--- src/rtl/alu_pkg.sv ---
// Shared definitions for the nibble-serial ALU: slice width, opcodes, sequencer states.
package alu_pkg;

  localparam int unsigned NIBBLE_W = 4;

  localparam logic [2:0] OP_CLR = 3'b000;
  localparam logic [2:0] OP_BSA = 3'b001;  // B - A
  localparam logic [2:0] OP_SUB = 3'b010;  // A - B
  localparam logic [2:0] OP_ADD = 3'b011;
  localparam logic [2:0] OP_XOR = 3'b100;
  localparam logic [2:0] OP_OR  = 3'b101;
  localparam logic [2:0] OP_AND = 3'b110;
  localparam logic [2:0] OP_SET = 3'b111;

  typedef enum logic [1:0] {
    StIdle,
    StRun,
    StDone
  } state_e;

  function automatic logic is_arith(input logic [2:0] op);
    return (op == OP_BSA) || (op == OP_SUB) || (op == OP_ADD);
  endfunction

  // Subtractions are done as X + ~Y + 1, so the chain starts with a carry.
  function automatic logic carry_in(input logic [2:0] op);
    return (op == OP_BSA) || (op == OP_SUB);
  endfunction

endpackage

--- src/rtl/alu_nibble.sv ---
// Combinational 4-bit ALU slice; handles operand swap/inversion for the subtract forms.
module alu_nibble
  import alu_pkg::*;
(
  input  logic [NIBBLE_W-1:0] x,
  input  logic [NIBBLE_W-1:0] y,
  input  logic                cin,
  input  logic [2:0]          op,
  output logic [NIBBLE_W-1:0] f,
  output logic                cout,
  output logic                ovf
);

  localparam int unsigned Msb = NIBBLE_W - 1;

  logic [NIBBLE_W-1:0] xs;
  logic [NIBBLE_W-1:0] ys;
  logic [NIBBLE_W:0]   sum;

  always_comb begin
    xs = x;
    ys = y;
    case (op)
      OP_BSA: begin
        xs = y;
        ys = ~x;
      end
      OP_SUB:  ys = ~y;
      default: ;
    endcase
  end

  assign sum = {1'b0, xs} + {1'b0, ys} + {{NIBBLE_W{1'b0}}, cin};

  always_comb begin
    f    = '0;
    cout = 1'b0;
    ovf  = 1'b0;
    if (is_arith(op)) begin
      f    = sum[NIBBLE_W-1:0];
      cout = sum[NIBBLE_W];
      // Only meaningful on the most significant nibble.
      ovf  = (xs[Msb] == ys[Msb]) && (sum[Msb] != xs[Msb]);
    end else begin
      unique case (op)
        OP_XOR:  f = x ^ y;
        OP_OR:   f = x | y;
        OP_AND:  f = x & y;
        OP_SET:  f = '1;
        default: f = '0;
      endcase
    end
  end

endmodule

--- src/rtl/alu_nibble_seq.sv ---
// Sequencer running a W-bit ALU op through one nibble slice, LSB nibble first,
// with a start/ready request side and a one-cycle done pulse.
module alu_nibble_seq
  import alu_pkg::*;
#(
  parameter int unsigned NIBBLES = 4
) (
  input  logic                         clk,
  input  logic                         rst_n,
  input  logic                         start,
  input  logic [2:0]                   op,
  input  logic [NIBBLE_W*NIBBLES-1:0]  a,
  input  logic [NIBBLE_W*NIBBLES-1:0]  b,
  output logic                         ready,
  output logic                         done,
  output logic [NIBBLE_W*NIBBLES-1:0]  result,
  output logic                         cout,
  output logic                         ovf,
  output logic                         zero
);

  localparam int unsigned W     = NIBBLE_W * NIBBLES;
  localparam int unsigned IdxW  = (NIBBLES > 1) ? $clog2(NIBBLES) : 1;
  localparam logic [IdxW-1:0] IdxLast = IdxW'(NIBBLES - 1);

  state_e            state_q;
  logic [IdxW-1:0]   idx_q;
  logic              c_q;
  logic [2:0]        op_q;
  logic [W-1:0]      a_q;
  logic [W-1:0]      b_q;
  logic [W-1:0]      result_q;
  logic              cout_q;
  logic              ovf_q;
  logic              zero_q;
  logic              done_q;
  logic              ready_q;

  logic [NIBBLE_W-1:0] nib_a;
  logic [NIBBLE_W-1:0] nib_b;
  logic [NIBBLE_W-1:0] nib_f;
  logic                nib_cout;
  logic                nib_ovf;
  logic [W-1:0]        result_upd;

  assign nib_a = a_q[NIBBLE_W*int'(idx_q) +: NIBBLE_W];
  assign nib_b = b_q[NIBBLE_W*int'(idx_q) +: NIBBLE_W];

  alu_nibble u_slice (
    .x    (nib_a),
    .y    (nib_b),
    .cin  (c_q),
    .op   (op_q),
    .f    (nib_f),
    .cout (nib_cout),
    .ovf  (nib_ovf)
  );

  // Result word with the current nibble merged in; zero is judged on this on the last step.
  always_comb begin
    result_upd = result_q;
    result_upd[NIBBLE_W*int'(idx_q) +: NIBBLE_W] = nib_f;
  end

  always_ff @(posedge clk or negedge rst_n) begin
    if (!rst_n) begin
      state_q  <= StIdle;
      idx_q    <= '0;
      c_q      <= 1'b0;
      op_q     <= OP_CLR;
      a_q      <= '0;
      b_q      <= '0;
      result_q <= '0;
      cout_q   <= 1'b0;
      ovf_q    <= 1'b0;
      zero_q   <= 1'b0;
      done_q   <= 1'b0;
      ready_q  <= 1'b1;
    end else begin
      done_q <= 1'b0;
      unique case (state_q)
        StIdle: begin
          // ready lags the DONE->IDLE step by a cycle, so the done cycle never accepts.
          ready_q <= 1'b1;
          if (start && ready_q) begin
            op_q     <= op;
            a_q      <= a;
            b_q      <= b;
            result_q <= '0;
            c_q      <= carry_in(op);
            idx_q    <= '0;
            cout_q   <= 1'b0;
            ovf_q    <= 1'b0;
            zero_q   <= 1'b0;
            ready_q  <= 1'b0;
            state_q  <= StRun;
          end
        end
        StRun: begin
          result_q <= result_upd;
          c_q      <= nib_cout;
          if (idx_q == IdxLast) begin
            cout_q  <= nib_cout;
            ovf_q   <= nib_ovf;
            zero_q  <= (result_upd == '0);
            idx_q   <= '0;
            state_q <= StDone;
          end else begin
            idx_q <= idx_q + 1'b1;
          end
        end
        StDone: begin
          done_q  <= 1'b1;
          state_q <= StIdle;
        end
        default: state_q <= StIdle;
      endcase
    end
  end

  assign ready  = ready_q;
  assign done   = done_q;
  assign result = result_q;
  assign cout   = cout_q;
  assign ovf    = ovf_q;
  assign zero   = zero_q;

endmodule

--- config.mk ---
export PLATFORM = sky130hd
export DESIGN_NAME = alu_nibble_seq
export DESIGN_NICKNAME = d
export VERILOG_FILES = /design/src/rtl/alu_pkg.sv /design/src/rtl/alu_nibble.sv /design/src/rtl/alu_nibble_seq.sv
export SDC_FILE = /design/constraint.sdc
export NUM_CORES = 1
export LEC_CHECK = 0
export ABC_CLOCK_PERIOD_IN_PS = 7690
export BUFFER_PORTS_ARGS = -buffer_cell sky130_fd_sc_hd__buf_2
export CAP_MARGIN = 20
export CORE_UTILIZATION = 42
export DETAILED_ROUTE_END_ITERATION = 8
export GPL_ROUTABILITY_DRIVEN = 0
export PLACE_DENSITY = 0.68
export SETUP_SLACK_MARGIN = 0.4
export SLEW_MARGIN = 20
export SYNTH_ARGS = -nofsm -noshare
export SYNTH_HDL_FRONTEND = slang
export SYNTH_SLANG_ARGS = --single-unit
export TNS_END_PERCENT = 100
--- constraint.sdc ---
create_clock -name clk -period 7.69 [get_ports clk]
set_input_delay 1.1535 -clock clk [delete_from_list [all_inputs] [get_ports clk]]
set_output_delay 1.1535 -clock clk [all_outputs]
set_load 0.005 [all_outputs]
==> flow_metrics.env, run 1 <==
export IMPL_outcome="complete, no violations"
export IMPL_start_util_pct=43.2
export IMPL_grt_pass1_vias=2619
export IMPL_grt_pass1_wl_um=12500
export IMPL_critPathKind="reg2reg"
export IMPL_crit_path_end_kind="flop"
export IMPL_vias=2674
export IMPL_clk_pin_slew_ns=0.07
export IMPL_skew_ns=0.0114
export IMPL_portBuffers=58
export IMPL_cts_buffers=9
export IMPL_antenna_cells=0
export IMPL_nNetsFinal=455
export IMPL_synthMuxAreaShare_pct=6.82
export IMPL_hold_buffers=0
export IMPL_num_io_pins=59
export IMPL_min_period_ns=3.68
export IMPL_dr_pass1_iters=4
export IMPL_critical_path_slowest_cell="dfrtp_1"
export IMPL_ys_warn_count=0
export IMPL_hold_class="reg2reg"
export IMPL_path_cells="mux4_2 -> a22oi_1 -> o22ai_1 -> fa_1 -> fa_1 -> nor2b_1 -> nor4bb_1 -> or3b_1 -> o211ai_1 -> o21ai_0"
export IMPL_rows=32
export IMPL_drtAntennaViolNets=0
export IMPL_netlist_area_um2=3340
export IMPL_finalCritPeriodShare_pct=47.8
export IMPL_die_area_um2=8310
export IMPL_nFillCells=719
export IMPL_worst_pin_slew_ns=0.757
export IMPL_fin_ws_ns=4.01
export IMPL_rsz0062_at_grt="no"
export IMPL_clock_fmax_ghz=0.272
export IMPL_critPathArrivalTime_ns=3.93
export IMPL_grt_max_degree=62
export IMPL_grt_overflow=0
export IMPL_slew_violations=0
export IMPL_track_usage_pct=19.4
export IMPL_powerDensity_nw_per_um2=509
export IMPL_synth_area_per_cell_um2=9.76
export IMPL_final_cell_mix="nand2_1 (105), dfrtp_1 (60), buf_2 (58)"
export IMPL_ys_flop_type="dfrtp_1"
export IMPL_hpwlAfterDp_um=5230
export IMPL_synth_edf_count=0
export IMPL_seq_area_frac_synth_pct=45.7
export IMPL_cts_setup_buffers=0
export IMPL_dieWidth_um=91.2
export IMPL_setup_viol=0
export IMPL_synth_seq_cells=61
export IMPL_critPathBufInv=0
export IMPL_irDropWorstVdd_v=0.000203
export IMPL_drive_gt1_share_pct=22.1
export IMPL_tritoncts="yes"
export IMPL_critical_path_max_stage_delay_ns=0.84
export IMPL_mostFrequentLayoutCell="nand2_1"
export IMPL_synth_top_family_by_area="simple AND/OR/NAND/NOR gates"
export IMPL_synth_nets=399
export IMPL_syn_inst=342
export IMPL_routed_via_density=5.30
export IMPL_clockRootBuffer="clkbuf_8"
export IMPL_crit_fanout=17
export IMPL_drt_iter0_drc=172
export IMPL_hold_viol=0
export IMPL_dp_cells=489
export IMPL_clkLatencyLatePin_ns=0.34
export IMPL_hold_ws_ns=0.474
export IMPL_cts_resized=0
export IMPL_critical_path_top_delay_family="adder cells"
export IMPL_instances_no_fill=505
export IMPL_place_worst_setup_slack_ns=4.02
export IMPL_synth_compound_area_share_pct=13.4
export IMPL_grt_antenna_before_repair=0
export IMPL_startpoint_type="flop"
export IMPL_cap_viol_max_count=0
export IMPL_slew_headroom_pct=49.5
export IMPL_crit_top_cell="fa_1"
export IMPL_wire_per_inst_um=14.4
export IMPL_core_area_um2=7730
export IMPL_synth_xor_area_share_pct=0.787
export IMPL_clkSinkCount=61
export IMPL_synthSimpleGateAreaFrac_pct=20.6
export IMPL_htreeDepth=3
export IMPL_area_growth_pct=16.0
export IMPL_asyncSetResetFlopFracSynth_pct=100
export IMPL_crit_required_ns=7.94
export IMPL_setup_tns_ns=0
export IMPL_fin_util_pct=50.1
export IMPL_die_h_um=91.2
export IMPL_synthDistinctLibCells=52
export IMPL_postRouteWirelength_um=7290
export IMPL_drc=0
export IMPL_cts_max_path_buffers=2
export IMPL_leakage_nw=1.98
export IMPL_yosys_area_share_adder_pct=7.57
-- path summary, 6_finish.rpt --
check	slack [ns]	depth (start not counted)	start	end
min in group asynchronous	0.95	2	rst_n	result[3]$_DFFE_PN0P_
min reg2reg	0.47	2	a_q[3]$_DFFE_PN0P_	a_q[3]$_DFFE_PN0P_
max	4.01	10	idx_q[0]$_DFFE_PN0P_	zero$_DFFE_PN0P_
max reg2reg	4.01	10	idx_q[0]$_DFFE_PN0P_	zero$_DFFE_PN0P_
max in group asynchronous	6.21	2	rst_n	op_q[2]$_DFFE_PN0P_
min	0.47	2	a_q[3]$_DFFE_PN0P_	a_q[3]$_DFFE_PN0P_
-- kinds of logic after synthesis --
group | Yosys count
flops | 61
buf+inv | 32
fa+ha+maj | 19
xor+xnor | 3
mux | 12
compound gates | 60
simple gates | 155
-- where the power goes --
part	switching [mW]	total, mW	internal, mW
logic	0.621	1.10	0.482
registers	0.124	0.579	0.455
clock network	0.122	0.290	0.168
total	0.868	1.97	1.11
-- state kept, by name, summed over array words and instances (netlist names) --
register	count
a_q	16
b_q	16
result	16
op_q	3
idx_q	2
state_q	2
c_q	1
cout	1
done	1
ovf	1
ready	1
zero	1
-- Yosys cell counts, types with 3 or more instances --
cell type / number / area, um2
nand2_1: 105 / 394
clkbuf_1: 6 / 22.5
buf_2: 3 / 15.0
nand3_1: 5 / 25.0
mux2i_1: 4 / 40.0
buf_4: 3 / 22.5
a21oi_1: 8 / 40.0
inv_1: 16 / 60.1
ha_1: 17 / 213
nor2b_1: 8 / 50.1
dfrtp_1: 60 / 1500
nor4_1: 5 / 31.3
nor2_1: 13 / 48.8
a22o_1: 17 / 149
xnor2_1: 3 / 26.3
a22oi_1: 4 / 30.0
nor3_1: 6 / 30.0
buf_6: 3 / 33.8
mux4_2: 6 / 135
o21ai_0: 9 / 45.0
a221oi_1: 3 / 26.3
-- per-layer routing --
layer / vias to the layer above / GRT usage (%) / share of wire, %
met4: 0 / 8.07 / 1.4
met5: - / 0 / 0
met3: 9 / 4.27 / 3.9
met2: 69 / 30.6 / 47
li1: 1297 / - / -
met1: 1299 / 25.7 / 48
-- worst min-delay path, cell delays in order (launching register included) --
cell and delay (ns):
dfrtp_1 0.34, nand2_1 0.05, nand2_1 0.05
-- through the flow --
stage                     total power [mW]  cell area, um2
after floorplan                       1.42            3340
after global placement                1.64            3670
after detailed placement              1.68            3670
after CTS                             1.98            3870
after global routing                  2.15            3870
final                                 1.97            3870
-- area by class of cell --
type | instances | area, um2 | area share [%]
clock inverter | 3 | 43.8 | 1.13
tap | 102 | 128 | 3.29
inverter | 16 | 60.1 | 1.55
timing repair buffer | 61 | 313 | 8.07
clock buffer | 13 | 159 | 4.10
sequential | 61 | 1530 | 39.4
multi-input combinational | 249 | 1640 | 42.4
Note: power is estimated with default switching activity, not from simulation.
==> inputs of run 2 (changes only) <==
- ABC_AREA: not set -> 1
- ABC_CLOCK_PERIOD_IN_PS: 7690 -> 3000
- PLACE_DENSITY: 0.68 -> 0.7
- clock period: 7.69 -> 3 ns (I/O delays scaled with it)
==> run 2 against run 1 <==
The flow now finishes with violations (setup timing); via count grew 26%; synthesized area grew 5.2%; worst setup slack worse by 4.1 ns; critical path depth grew 10; highest routed layer unchanged; hold slack got worse by 0.25 ns; critical path type unchanged.
==> flow_metrics.env, run 2 <==
export IMPL_outcome="finished with violations"
export IMPL_violations="setup timing"
export IMPL_timing_rr_end="zero$_DFFE_PN0P_"
export IMPL_critPathBufInv=5
export IMPL_num_io_pins=59
export IMPL_drt_iter0_drc=215
export IMPL_crit_path_end_kind="flop"
export IMPL_worst_pin_slew_ns=0.897
export IMPL_critical_path_max_stage_delay_ns=0.54
export IMPL_grt_max_degree=41
export IMPL_clkSinkCount=61
export IMPL_setup_tns_ns=-0.0593
export IMPL_hold_class="in2async"
export IMPL_regToRegSetupSlack_ns=-0.06
export IMPL_start_util_pct=44.3
export IMPL_hpwlAfterDp_um=6470
export IMPL_instances_no_fill=658
export IMPL_slew_violations=0
export IMPL_nNetsFinal=608
export IMPL_dpl_cell_area_um2=4020
export IMPL_area_growth_pct=25.7
export IMPL_htreeDepth=3
export IMPL_wire_per_inst_um=13.9
export IMPL_crit_fanout=7
export IMPL_drtAntennaViolNets=0
export IMPL_dr_pass1_iters=5
export IMPL_track_usage_pct=22.1
export IMPL_dp_cells=624
export IMPL_synth_most_common_cell="nand2_1"
export IMPL_irDropWorstVdd_v=0.000507
export IMPL_r2r_start="idx_q[0]$_DFFE_PN0P_"
export IMPL_mostFrequentLayoutCell="nand2_1"
export IMPL_drc=0
export IMPL_fin_ws_ns=-0.0593
export IMPL_synth_top_area_cell="dfrtp_1"
export IMPL_grt_antenna_before_repair=0
export IMPL_skew_ns=0.0110
export IMPL_die_h_um=93.5
export IMPL_ys_flop_type="dfrtp_1"
export IMPL_netlist_area_um2=3510
export IMPL_drive_gt1_share_pct=26.8
export IMPL_stdcell_area_um2=4420
export IMPL_synthTopCellsByCount="nand2_1 (193), dfrtp_1 (60), inv_1 (42)"
export IMPL_ys_warn_count=0
export IMPL_asyncSetResetFlopFracSynth_pct=100
export IMPL_critPathArrivalTime_ns=3.34
export IMPL_grt_pass1_vias=3294
export IMPL_cts_max_path_buffers=2
export IMPL_vias=3376
export IMPL_syn_inst=464
export IMPL_crit_required_ns=3.28
export IMPL_clkLatencyLatePin_ns=0.34
export IMPL_core_area_um2=7930
export IMPL_path_cells="buf_12 -> buf_4 -> nand2_1 -> nand3_1 -> nand2_1 -> nand2_1 -> o211ai_1 -> inv_1 -> fa_1 -> inv_1 -> nand3_1 -> nand4_1 -> buf_4 -> nand4_1 -> nand2_1 -> nor2_1 -> nand2_1 -> nor2_1 -> nand2_1 -> nand2_1"
export IMPL_nFillCells=754
export IMPL_synthDistinctLibCells=39
export IMPL_antenna_cells=0
export IMPL_tritoncts="yes"
export IMPL_cap_viol_max_count=0
export IMPL_dieWidth_um=93.5
export IMPL_critical_path_slowest_cell="fa_1"
export IMPL_critPathKind="reg2reg"
export IMPL_crit_top_cell="nand2_1"
export IMPL_synth_area_leaders="dfrtp_1 (43%), nand2_1 (21%), ha_1 (6.1%)"
export IMPL_critical_path_top_delay_family="simple AND/OR/NAND/NOR gates"
export IMPL_synth_area_per_cell_um2=7.57
export IMPL_synth_nets=521
export IMPL_rows=32
export IMPL_hold_buffers=0
export IMPL_ff2ff_path_depth=20
export IMPL_slew_headroom_pct=40.2
export IMPL_hold_viol=0
export IMPL_synth_seq_cells=61
export IMPL_finalCritPeriodShare_pct=102
export IMPL_seq_area_frac_synth_pct=43.5
export IMPL_powerDensity_nw_per_um2=1340
export IMPL_min_period_ns=3.06
export IMPL_grt_overflow=0
export IMPL_clockRootBuffer="clkbuf_8"
export IMPL_postRouteWirelength_um=9150
export IMPL_cts_buffers=9
export IMPL_die_area_um2=8740
export IMPL_final_cell_mix="nand2_1 (186), buf_2 (58), dfrtp_1 (57)"
export IMPL_synth_edf_count=0
export IMPL_clock_fmax_ghz=0.327
export IMPL_grt_pass1_wl_um=15000
export IMPL_setup_viol=1
export IMPL_startpoint_type="flop"
export IMPL_portBuffers=58
export IMPL_yosysTopAreaCellShare_pct=42.7
export IMPL_clk_pin_slew_ns=0.08
export IMPL_hold_ws_ns=0.223
export IMPL_routed_via_density=5.13
export IMPL_leakage_nw=2.39
export IMPL_rsz0062_at_grt="yes"
-- run 2: worst max path at each step --
stage | cells after the start | end | startpoint
3_5_place_dp | 20 | zero$_DFFE_PN0P_ | idx_q[1]$_DFFE_PN0P_
5_1_grt | 21 | zero$_DFFE_PN0P_ | idx_q[0]$_DFFE_PN0P_
6_report | 20 | zero$_DFFE_PN0P_ | idx_q[0]$_DFFE_PN0P_
2_1_floorplan | 21 | zero$_DFFE_PN0P_ | idx_q[0]$_DFFE_PN0P_
3_3_place_gp | 18 | zero$_DFFE_PN0P_ | idx_q[0]$_DFFE_PN0P_
4_1_cts | 20 | zero$_DFFE_PN0P_ | idx_q[0]$_DFFE_PN0P_
-- run 2: cells by family (layout without fill, tap and decap cells) --
kind of cell               count (synthesis)  in the layout  synth area share, %
DFF                                       61             61                 43.5
buffers and inverters                     64            156                 7.51
AOI/OAI and AO/OA                         48             48                 8.90
xor gates and xnor gates                   3              3                0.748
adders and majority gates                 19             19                 7.19
and+or+nand+nor                          268            268                 31.9
muxes                                      1              1                0.320
-- run 2: metal layers --
metal	up-vias	part of all wire [%]	track usage (%)
met1	1569	45	29.7
met3	18	5.9	4.55
li1	1673	-	-
met4	0	2.1	7.18
met2	116	47	35.7
met5	-	0	0
-- run 2: repair_timing --
item / CTS / global route
pin swaps: 4 / 7
endpoints found under the setup margin: 16 / 19
resized for setup: 9 / 15
buffers inserted: 9 / 8
gates cloned: 1 / 0
-- run 2: final cells by class --
cell class | instances | area (um2) | area share (%)
multi-input cells | 339 | 1810 | 40.9
flip-flops and latches | 61 | 1530 | 34.7
repair buffers | 92 | 562 | 12.7
inverters | 47 | 183 | 4.13
well taps | 102 | 128 | 2.89
clock buffers | 9 | 124 | 2.80
clock inverters | 7 | 75.1 | 1.70
repair inverters | 1 | 7.51 | 0.170
-- run 2: metrics by stage --
step                power [mW]  utilization, %  setup WS (ns)
floorplan                 3.77               -          0.134
global placement          4.57            50.7         0.0860
detailed placement        4.67            50.7        -0.0321
CTS                       5.60            54.4         0.0482
global route              6.42            55.7         -0.273
finish                    5.90            55.7        -0.0593
-- run 2: power by group --
part	switching (mW)	internal [mW]	total (mW)
logic	2.24	1.48	3.72
registers	0.266	1.19	1.45
clock network	0.348	0.386	0.734
total	2.85	3.05	5.90
==> inputs of run 3 (changes only) <==
==> constraint.sdc (replaced) <==
create_clock -name clk -period 3 [get_ports clk]
set_input_delay 0.6 -clock clk [delete_from_list [all_inputs] [get_ports clk]]
set_output_delay 0.6 -clock clk [all_outputs]
set_load 0.005 [all_outputs]
==> run 3 against run 2 <==
The flow still finishes with violations (setup timing); sequential cell count did not move; register-to-register slack got worse by 0.12 ns; die area did not move; count of clock-buffer cells in the layout rose by 1; fmax fell by 3.9%; critical endpoint unchanged; highest routed layer unchanged.
==> flow_metrics.env, run 3 (synthesis gave the netlist of run 2 again) <==
export IMPL_final_cell_mix="nand2_1 (183), dfrtp_1 (58), buf_2 (58)"
export IMPL_drc=0
export IMPL_core_area_um2=7930
export IMPL_fin_ws_ns=-0.184
export IMPL_cts_max_path_buffers=2
export IMPL_cap_viol_max_count=0
export IMPL_r2r_start="idx_q[1]$_DFFE_PN0P_"
export IMPL_switchingPower_mw=3.12
export IMPL_critPathKind="reg2reg"
export IMPL_area_growth_pct=30.5
export IMPL_crit_fanout=6
export IMPL_nFillCells=720
export IMPL_startpoint_type="flop"
export IMPL_track_usage_pct=23.6
export IMPL_crit_path_end_kind="flop"
export IMPL_postRouteWirelength_um=9670
export IMPL_tritoncts="yes"
export IMPL_min_period_ns=3.18
export IMPL_critPathArrivalTime_ns=3.47
export IMPL_internal_power_mw=3.42
export IMPL_drive_gt1_share_pct=29.9
export IMPL_hold_ws_ns=0.0819
export IMPL_die_area_um2=8740
export IMPL_clkLatencyLatePin_ns=0.35
export IMPL_antenna_cells=0
export IMPL_finalCritPeriodShare_pct=106
export IMPL_outcome="finished with violations"
export IMPL_worst_pin_slew_ns=0.542
export IMPL_skew_ns=0.0116
export IMPL_setup_viol=3
export IMPL_grt_antenna_before_repair=0
export IMPL_irDropWorstVdd_v=0.000502
export IMPL_powerDensity_nw_per_um2=1430
export IMPL_slew_violations=0
export IMPL_instances_no_fill=663
export IMPL_dieWidth_um=93.5
export IMPL_start_util_pct=44.3
export IMPL_grt_pass1_vias=3305
export IMPL_hold_buffers=0
export IMPL_portBuffers=58
export IMPL_place_worst_setup_slack_ns=-0.0751
export IMPL_wire_per_inst_um=14.6
export IMPL_swShare_pct=47.8
export IMPL_grt_max_degree=36
export IMPL_fin_util_pct=57.9
export IMPL_combPwrFrac_pct=65.1
export IMPL_hold_viol=0
export IMPL_drt_iter0_drc=205
export IMPL_dr_pass1_iters=5
export IMPL_setup_worst_path_start="idx_q[1]$_DFFE_PN0P_"
export IMPL_cts_buffers=9
export IMPL_hold_class="in2async"
export IMPL_die_h_um=93.5
export IMPL_crit_required_ns=3.29
export IMPL_mostFrequentLayoutCell="nand2_1"
export IMPL_p_clk_share_pct=12.8
export IMPL_rows=32
export IMPL_dpl_cell_area_um2=4020
export IMPL_dp_cells=626
export IMPL_num_io_pins=59
export IMPL_leakage_nw=2.45
export IMPL_clock_fmax_ghz=0.314
export IMPL_slew_headroom_pct=63.6
export IMPL_clk_pin_slew_ns=0.08
export IMPL_total_power_mw=6.54
export IMPL_setup_tns_ns=-0.426
export IMPL_seqPwrFrac_pct=22.1
export IMPL_drtAntennaViolNets=0
export IMPL_htreeDepth=3
export IMPL_grt_pass1_wl_um=15700
export IMPL_hpwlAfterDp_um=6530
export IMPL_routed_via_density=5.29
export IMPL_clockRootBuffer="clkbuf_8"
export IMPL_rsz0062_at_grt="yes"
export IMPL_vias=3509
export IMPL_violations="setup timing"
export IMPL_grt_overflow=0
export IMPL_nNetsFinal=613
export IMPL_clkSinkCount=61
export IMPL_stdcell_area_um2=4590
-- run 3: cell count changes in the layout (fill, tap and decap cells not counted), sizes merged --
cell      change
buf           +6
inv           -2
clkinv        +2
clkbuf        +1
bufinv        +1
clkinvlp      -3
-- run 3: timing repair --
action | 4_1_cts | 5_1_grt
endpoints found under the hold margin | 0 | 0
cloned | 0 | 0
gates resized for setup | 22 | 29
buffers inserted | 13 | 8
pin swaps | 9 | 14
setup endpoints to repair | 17 | 19
-- run 3: cell type report --
type | count | area (um2) | share of cell area, %
Multi-Input combinational cell | 339 | 1900 | 41.5
Sequential cell | 61 | 1530 | 33.4
Timing Repair Buffer | 98 | 617 | 13.4
Inverter | 47 | 185 | 4.04
Clock buffer | 10 | 138 | 3.00
Tap cell | 102 | 128 | 2.78
Clock inverter | 6 | 86.3 | 1.88
-- run 3: path summary, 6_finish.rpt --
path | end | slack [ns] | depth (start not counted)
min in group clk | a_q[6]$_DFFE_PN0P_ | 0.45 | 3
setup reg to reg | zero$_DFFE_PN0P_ | -0.18 | 19
hold / removal | a_q[4]$_DFFE_PN0P_ | 0.08 | 1
setup / recovery | zero$_DFFE_PN0P_ | -0.18 | 19
max in group asynchronous | ready$_DFFE_PN1N_ | 2.22 | 2
hold reg to reg | done$_DFF_PN0_ | 0.47 | 1
-- run 3: power by group through the flow --
stage / clock, mW / sequential, mW / combinational, mW
2_1_floorplan: 0 / 1.40 / 2.38
3_3_place_gp: 0 / 1.43 / 3.12
3_5_place_dp: 0 / 1.44 / 3.22
4_1_cts: 0.845 / 1.44 / 3.59
5_1_grt: 0.878 / 1.48 / 4.68
6_report: 0.838 / 1.45 / 4.26
-- run 3: critical path: stages (launching register included) --
cell and delay (ns):
dfrtp_2 0.39, clkinvlp_4 0.20, a21oi_4 0.20, a32oi_4 0.09
o22ai_2 0.19, a31oi_2 0.08, fa_2 0.43, fa_1 0.51
inv_1 0.05, nand3_2 0.07, nand4_1 0.17, nand2_1 0.15
nand2_2 0.07, nor2_2 0.09, nand2_1 0.06, nor2_1 0.10
nand2_1 0.06, nor2_1 0.11, nand2_1 0.07, nand2_1 0.06
-- run 3: metal layers --
metal	track usage, %	share of wire [%]
met5	0	0
met4	12.1	3.4
met3	4.39	6.4
met2	37.2	47
met1	31.0	44
